### config.mk
export PLATFORM = sky130hd
export DESIGN_NAME = miner_job_loader
export DESIGN_NICKNAME = d
export VERILOG_FILES = /design/src/rtl/miner_job_loader.sv
export SDC_FILE = /design/constraint.sdc
export NUM_CORES = 1
export LEC_CHECK = 0
export ABC_AREA = 1
export CORE_MARGIN = 2
export CORE_UTILIZATION = 55
export DETAILED_ROUTE_END_ITERATION = 10
export PLACE_DENSITY = 0.87
export SLEW_MARGIN = 20
export SYNTH_ARGS = -nofsm -noshare
export SYNTH_HDL_FRONTEND = slang
export SYNTH_SLANG_ARGS = --single-unit
### constraint.sdc
create_clock -name hash_clk -period 23.9 [get_ports hash_clk]
set_clock_uncertainty 0.15 [all_clocks]
set_input_delay 4.78 -clock hash_clk [delete_from_list [all_inputs] [get_ports hash_clk]]
set_output_delay 4.78 -clock hash_clk [all_outputs]
set_load 0.02 [all_outputs]
### src/rtl/miner_job_loader.sv
// Loads 52-byte mining jobs from a SYNC_BYTE-framed byte stream and buffers one miner result.
// Build option: define JOB_CHECKSUM_EN to require a trailing XOR checksum byte (CHECK state).
module miner_job_loader #(
  parameter logic [7:0] SYNC_BYTE  = 8'hA5,
  parameter int         RX_TIMEOUT = 1024
) (
  input  logic         hash_clk,
  input  logic         reset_n,
  input  logic [7:0]   rx_data,
  input  logic         rx_valid,
  output logic         rx_ready,
  output logic [255:0] midstate,
  output logic [95:0]  work_data,
  output logic [31:0]  nonce_min,
  output logic [31:0]  nonce_max,
  output logic         miner_reset,
  input  logic [31:0]  golden_nonce,
  input  logic         new_golden_nonce,
  output logic [31:0]  result_nonce,
  output logic [7:0]   result_job,
  output logic         result_valid,
  input  logic         result_ready,
  output logic [7:0]   job_id,
  output logic         overflow
);

  localparam int               PAYLOAD_BYTES = 52;
  localparam int               SHADOW_W      = PAYLOAD_BYTES * 8;
  localparam int               TMO_W         = $clog2(RX_TIMEOUT + 1);
  localparam logic [TMO_W-1:0] TMO_LAST      = TMO_W'(RX_TIMEOUT - 1);
  localparam logic [5:0]       LAST_BYTE     = 6'(PAYLOAD_BYTES - 1);

  typedef enum logic [1:0] {
    IDLE   = 2'd0,
    LOAD   = 2'd1,
`ifdef JOB_CHECKSUM_EN
    CHECK  = 2'd2,
`endif
    LAUNCH = 2'd3
  } state_t;

  // Field order matches the wire order, so shifting bytes in MSB-first fills it directly.
  typedef struct packed {
    logic [255:0] midstate;
    logic [95:0]  work_data;
    logic [31:0]  nonce_min;
    logic [31:0]  nonce_max;
  } job_t;

  state_t           state_q, state_d;
  logic [5:0]       cnt_q, cnt_d;
  logic [TMO_W-1:0] tmo_q, tmo_d;
  job_t             shadow_q, shadow_d;
  job_t             job_q, job_d;
  logic             miner_reset_q, miner_reset_d;
  logic [7:0]       job_id_q, job_id_d;
  logic [31:0]      result_nonce_q, result_nonce_d;
  logic [7:0]       result_job_q, result_job_d;
  logic             result_valid_q, result_valid_d;
  logic             overflow_q, overflow_d;
  logic             ngn_q;
`ifdef JOB_CHECKSUM_EN
  logic [7:0]       csum_q, csum_d;
`endif

  logic rx_xfer;
  logic ngn_rise;

  assign rx_ready = (state_q != LAUNCH);
  assign rx_xfer  = rx_valid && rx_ready;
  assign ngn_rise = new_golden_nonce && !ngn_q;

  // Frame receiver and job launch.
  always_comb begin
    // NOTE: every variable gets a default before the case so no path leaves it unassigned (no latches).
    state_d       = state_q;
    cnt_d         = cnt_q;
    tmo_d         = tmo_q;
    shadow_d      = shadow_q;
    job_d         = job_q;
    job_id_d      = job_id_q;
    miner_reset_d = 1'b0;
`ifdef JOB_CHECKSUM_EN
    csum_d        = csum_q;
`endif
    case (state_q)
      IDLE: begin
        tmo_d = '0;
        if (rx_xfer && rx_data == SYNC_BYTE) begin
          state_d = LOAD;
          cnt_d   = '0;
`ifdef JOB_CHECKSUM_EN
          csum_d  = '0;
`endif
        end
      end
      LOAD: begin
        if (rx_xfer) begin
          shadow_d = {shadow_q[SHADOW_W-9:0], rx_data};
          cnt_d    = cnt_q + 6'd1;
          tmo_d    = '0;
`ifdef JOB_CHECKSUM_EN
          csum_d   = csum_q ^ rx_data;
          if (cnt_q == LAST_BYTE) state_d = CHECK;
`else
          if (cnt_q == LAST_BYTE) begin
            state_d       = LAUNCH;
            job_d         = shadow_d;
            miner_reset_d = 1'b1;
          end
`endif
        end else if (tmo_q == TMO_LAST) begin
          state_d = IDLE;
          tmo_d   = '0;
        end else begin
          tmo_d = tmo_q + 1'b1;
        end
      end
`ifdef JOB_CHECKSUM_EN
      CHECK: begin
        if (rx_xfer) begin
          tmo_d = '0;
          if (rx_data == csum_q) begin
            state_d       = LAUNCH;
            job_d         = shadow_q;
            miner_reset_d = 1'b1;
          end else begin
            state_d = IDLE;
          end
        end else if (tmo_q == TMO_LAST) begin
          state_d = IDLE;
          tmo_d   = '0;
        end else begin
          tmo_d = tmo_q + 1'b1;
        end
      end
`endif
      LAUNCH: begin
        // job_id steps on leaving LAUNCH so results arriving in this cycle carry the old id.
        job_id_d = job_id_q + 8'd1;
        state_d  = IDLE;
      end
      default: state_d = IDLE;
    endcase
  end

  // One-deep result buffer with sticky loss flag.
  always_comb begin
    result_nonce_d = result_nonce_q;
    result_job_d   = result_job_q;
    result_valid_d = result_valid_q;
    overflow_d     = overflow_q;
    if (ngn_rise) begin
      if (!result_valid_q || result_ready) begin
        result_nonce_d = golden_nonce;
        result_job_d   = job_id_q;
        result_valid_d = 1'b1;
      end else begin
        overflow_d = 1'b1;
      end
    end else if (result_valid_q && result_ready) begin
      result_valid_d = 1'b0;
    end
  end

  always_ff @(posedge hash_clk or negedge reset_n) begin
    if (!reset_n) begin
      state_q        <= IDLE;
      cnt_q          <= '0;
      tmo_q          <= '0;
      job_q          <= '0;
      miner_reset_q  <= 1'b0;
      job_id_q       <= '0;
      result_nonce_q <= '0;
      result_job_q   <= '0;
      result_valid_q <= 1'b0;
      overflow_q     <= 1'b0;
      ngn_q          <= 1'b0;
`ifdef JOB_CHECKSUM_EN
      csum_q         <= '0;
`endif
    end else begin
      // NOTE: non-blocking assignments so every flop samples the pre-edge value of its inputs.
      state_q        <= state_d;
      cnt_q          <= cnt_d;
      tmo_q          <= tmo_d;
      job_q          <= job_d;
      miner_reset_q  <= miner_reset_d;
      job_id_q       <= job_id_d;
      result_nonce_q <= result_nonce_d;
      result_job_q   <= result_job_d;
      result_valid_q <= result_valid_d;
      overflow_q     <= overflow_d;
      ngn_q          <= new_golden_nonce;
`ifdef JOB_CHECKSUM_EN
      csum_q         <= csum_d;
`endif
    end
  end

  // NOTE: the shadow is pure datapath and is left unreset; every byte is rewritten before a launch reads it.
  always_ff @(posedge hash_clk) begin
    shadow_q <= shadow_d;
  end

  assign midstate     = job_q.midstate;
  assign work_data    = job_q.work_data;
  assign nonce_min    = job_q.nonce_min;
  assign nonce_max    = job_q.nonce_max;
  assign miner_reset  = miner_reset_q;
  assign job_id       = job_id_q;
  assign result_nonce = result_nonce_q;
  assign result_job   = result_job_q;
  assign result_valid = result_valid_q;
  assign overflow     = overflow_q;

endmodule

==> flow_summary.rst <==
.. list-table::
   :header-rows: 1

   * - Metric
     - Value
   * - Total grt overflow
     - 0
   * - Cell taking the most area after synthesis
     - edfxtp_1
   * - Die height
     - 244 um
   * - Power Internal
     - 2500 uW
   * - Endpoints failing hold
     - 0
   * - Share of flip-flops with an asynchronous set or reset after synthesis
     - 54.4%
   * - Pin count of the biggest net entering global routing
     - around 170
   * - Post-cts sizing count
     - 0
   * - Total detailed-routing wirelength
     - 83600 um
   * - Total iterations of the first detailed-routing run
     - 6
   * - Layout filler cell count
     - between 3000 and 4000
   * - Clock Path Buffers
     - 3
   * - Number of remaining DRC errors
     - 0
   * - Synthesized-area fraction occupied by and/or/nand/nor cells
     - 11.3%
   * - CP cell instances
     - clkdlybuf4s50_1 -> nand2_8 -> nor2_8 -> buf_4 -> buf_4 -> nand2_1 -> nand2_1
   * - Biggest fanout along the worst timing path
     - about 110
   * - Clock root buffer master
     - clkbuf_16
   * - Ranking of synthesized cells by instance count
     - nand2_1 (875), dfrtp_1 (487), o21ai_0 (427)
   * - Distinct cells, synth
     - 30
   * - Total global routing track utilization
     - 27.8%
   * - Top FF cell, synth
     - dfrtp_1
   * - Num CTS Buffers
     - 85
   * - GPL Wtd Cong
     - 0.872
   * - Max Slew Vio Count
     - 0
   * - Setup Buffers After CTS
     - 0
   * - Net switching component of the power
     - 668 uW
   * - Number of flops mapped to enable cells by yosys
     - about 410
   * - Share of cells above drive strength 1
     - 6.15%
   * - Setup repair after global routing missed its margin
     - false
   * - Max rail drop VDD
     - 63.5 uV
   * - Pleak
     - 0.0178 uW
   * - Via total after detailed routing
     - 21600
   * - Via count of the first global-routing pass
     - 21600
   * - Number of buffer and inverter stages on the critical path
     - 3
   * - Number of I/O port buffers
     - 512
   * - Die W
     - 244 um
   * - Register share of total power
     - 52.5%
   * - Synthesized instance count
     - 2493
   * - Normalized max-slew margin
     - 25.9%
   * - Most common cell in the netlist
     - nand2_1
   * - Die footprint
     - around 59000 sq um
   * - Top post-synthesis cells by area
     - edfxtp_1 (39%), dfrtp_1 (39%), nand2_1 (10%), o21ai_0 (6.8%), mux2_2 (1.2%)
   * - Tcrit/Tclk final
     - 34.7%
   * - Mux share of post-synthesis cell area
     - 1.18%
   * - Hold_ws
     - 0.286 ns
   * - Number of hold-repair buffers added at the cts stage
     - 0
   * - Number of flip-flops and latches in the synthesized netlist
     - 895
   * - Power per Cell Area
     - roughly 80 nW/um^2
   * - Fraction of the mapped netlist area in adder cells
     - 0.119%
   * - Post-synthesis to final-layout area growth
     - 27.0%
   * - Combinational family with the most area after synthesis
     - simple AND/OR/NAND/NOR gates
   * - Average wire length per cell after detail routing
     - 22.0 um
   * - Reported max-cap violation count
     - 0
   * - Worst slew pin tran
     - ~1.1 ns
   * - CTS H-Tree Depth
     - 3
   * - Number of nets at the end of the flow
     - 3016
   * - Combinational share of power
     - 3.3%
   * - Highest clock rate
     - between 0.1 and 0.15 GHz
   * - Area share of the leading cell type in the synthesized netlist
     - 38.8%
   * - Final setup violation count
     - 0
   * - Switching fraction of total power
     - 21.1%
   * - Critical path required time
     - 24.32 ns
   * - Sinks on the clock net
     - approximately 900
   * - Compound-gate portion of the synthesized area
     - 7.04%
   * - Remaining number of nets flagged by the antenna check after routing
     - 0
   * - Post-Route Utilization
     - 70.9%
   * - Wire length of the first global-routing pass
     - 127000 um
   * - Initial antenna violation count
     - 0
   * - Total power consumption of the routed design
     - 3170 uW
   * - Critical-path cell with the highest stage delay
     - buf_4
   * - Critical path data arrival time
     - between 8 and 9 ns
   * - Netlist Area Pre-Place
     - 31600 sq um
   * - Run status
     - completed
   * - Worst setup SP type
     - input pin
   * - Core outline area
     - 56600 sq um
   * - Number of rows created at floorplan
     - slightly below 90
   * - Insertion delay to the later sink of the worst-skew pair
     - 0.63 ns
   * - Clock input transition at the sequential cells of the worst setup and hold paths
     - 0.06 ns
   * - Clock tree from TritonCTS
     - yes
   * - CP endpoint kind
     - flop
   * - Setup tns final
     - 0 ns
   * - Initial detailed-routing violation count
     - 2463
   * - Mapped Avg Cell Area
     - 12.7 sq um
   * - Boundary Pins
     - 513
   * - Total of warnings raised by yosys
     - 0
   * - Initial cell density of the core
     - 55.8%
   * - Fraction of synthesized cell area in xor and xnor cells
     - 0.333%
   * - Classification of the worst setup path
     - input pin to flop
   * - Drt via density
     - 5.68
   * - Minimum clock period after layout
     - 8.29 ns
   * - CP peak stage delay
     - around 0.96 ns
   * - Portion of the post-synthesis area used by sequential elements
     - 77.3%
   * - HPWL after detailed placement
     - 50800 um
   * - Hold Crit Class
     - flop to flop
   * - Nets in the synthesized netlist
     - 2541
   * - Proportion of power drawn by the clock network
     - 44.2%
   * - Cell family with most CP delay
     - buffers and inverters
==> worst register-to-register path: stages, from the launching register on <==
cell and delay, ns:
dfrtp_1 0.53, nor2_4 0.25, nand2_8 0.40, nor2_8 0.58, buf_4 0.79, buf_4 1.05
nand2_1 0.29, nand2_1 0.14
==> per-layer routing <==
layer,routed length (um),track usage (%),vias up,part of all wire [%]
met5,0,0,-,0
met4,3420,11.0,0,4.1
met3,8380,7.26,211,10
met2,41300,45.4,1217,49
met1,30500,35.8,10800,37
li1,-,-,9331,-
==> power groups by stage <==
stage	sequential (uW)	combinational, uW	clock [uW]
detailed placement	1690	105	0
finish	1660	106	1400
CTS	1660	106	1410
global placement	1690	102	0
global route	1660	115	1470
floorplan	1710	32.2	0
==> cells by family after synthesis <==
kind of cell               count (synthesis)
AOI/OAI and AO/OA                        441
xor gates and xnor gates                  12
adders and majority gates                  3
buffers and inverters                    178
DFF                                      895
muxes                                     33
and+or+nand+nor                          931
==> cells in the final DEF (no fill, tap or decap), types with 16 or more instances in the layout <==
| cell type | Yosys | routed |
|---|---|---|
| nand3_1 | 16 | 16 |
| nand2_1 | 875 | 874 |
| clkbuf_16 | 0 | 90 |
| dfrtp_1 | 487 | 487 |
| nor2_1 | 27 | 27 |
| clkbuf_1 | 88 | 28 |
| mux2_2 | 33 | 33 |
| edfxtp_1 | 408 | 408 |
| clkdlybuf4s50_1 | 0 | 511 |
| o21ai_0 | 427 | 427 |
| inv_1 | 33 | 32 |
==> through the flow <==
stage | std cells | worst slack (ns) | instance area (sq um)
floorplan | 2493 | 10.07 | 31600
detailed placement | 3634 | 15.16 | 37100
global placement | 3634 | 15.25 | 37100
CTS | 3793 | 15.73 | 40000
finish | 3797 | 15.61 | 40100
global route | 3796 | 15.40 | 40100
==> flip-flops by register name, indices dropped and copies added, names as in the netlist, 8 cells and up <==
| register | flops |
|---|---|
| job_id | 8 |
| midstate | 256 |
| nonce_max | 32 |
| nonce_min | 32 |
| result_job | 8 |
| result_nonce | 32 |
| shadow_q | 408 |
| tmo_q | 11 |
| work_data | 96 |
==> path summary, 6_finish.rpt <==
check / slack (ns) / start / to / cells past startpoint
hold / removal: 0.29 / shadow_q[232] / shadow_q[240] / 0
hold reg to reg: 0.29 / shadow_q[232] / shadow_q[240] / 0
min in group asynchronous: 4.11 / reset_n / midstate[56] / 1
setup / recovery: 15.61 / rx_valid / midstate[157] / 7
setup reg to reg: 19.65 / state_q[1] / midstate[157] / 7
max in group asynchronous: 17.26 / reset_n / midstate[159] / 4
==> layout make-up <==
type / count / area (sq um) / share of cell area, %
well taps: 756 / 946 / 2.36
multi-input cells: 1420 / 6330 / 15.8
clock buffers: 127 / 2480 / 6.18
flip-flops and latches: 895 / 24400 / 60.9
diodes: 1 / 2.50 / 0.00624
repair buffers: 532 / 5360 / 13.4
clock inverters: 32 / 427 / 1.06
inverters: 34 / 140 / 0.349
Power figures use the tool's default switching activity.
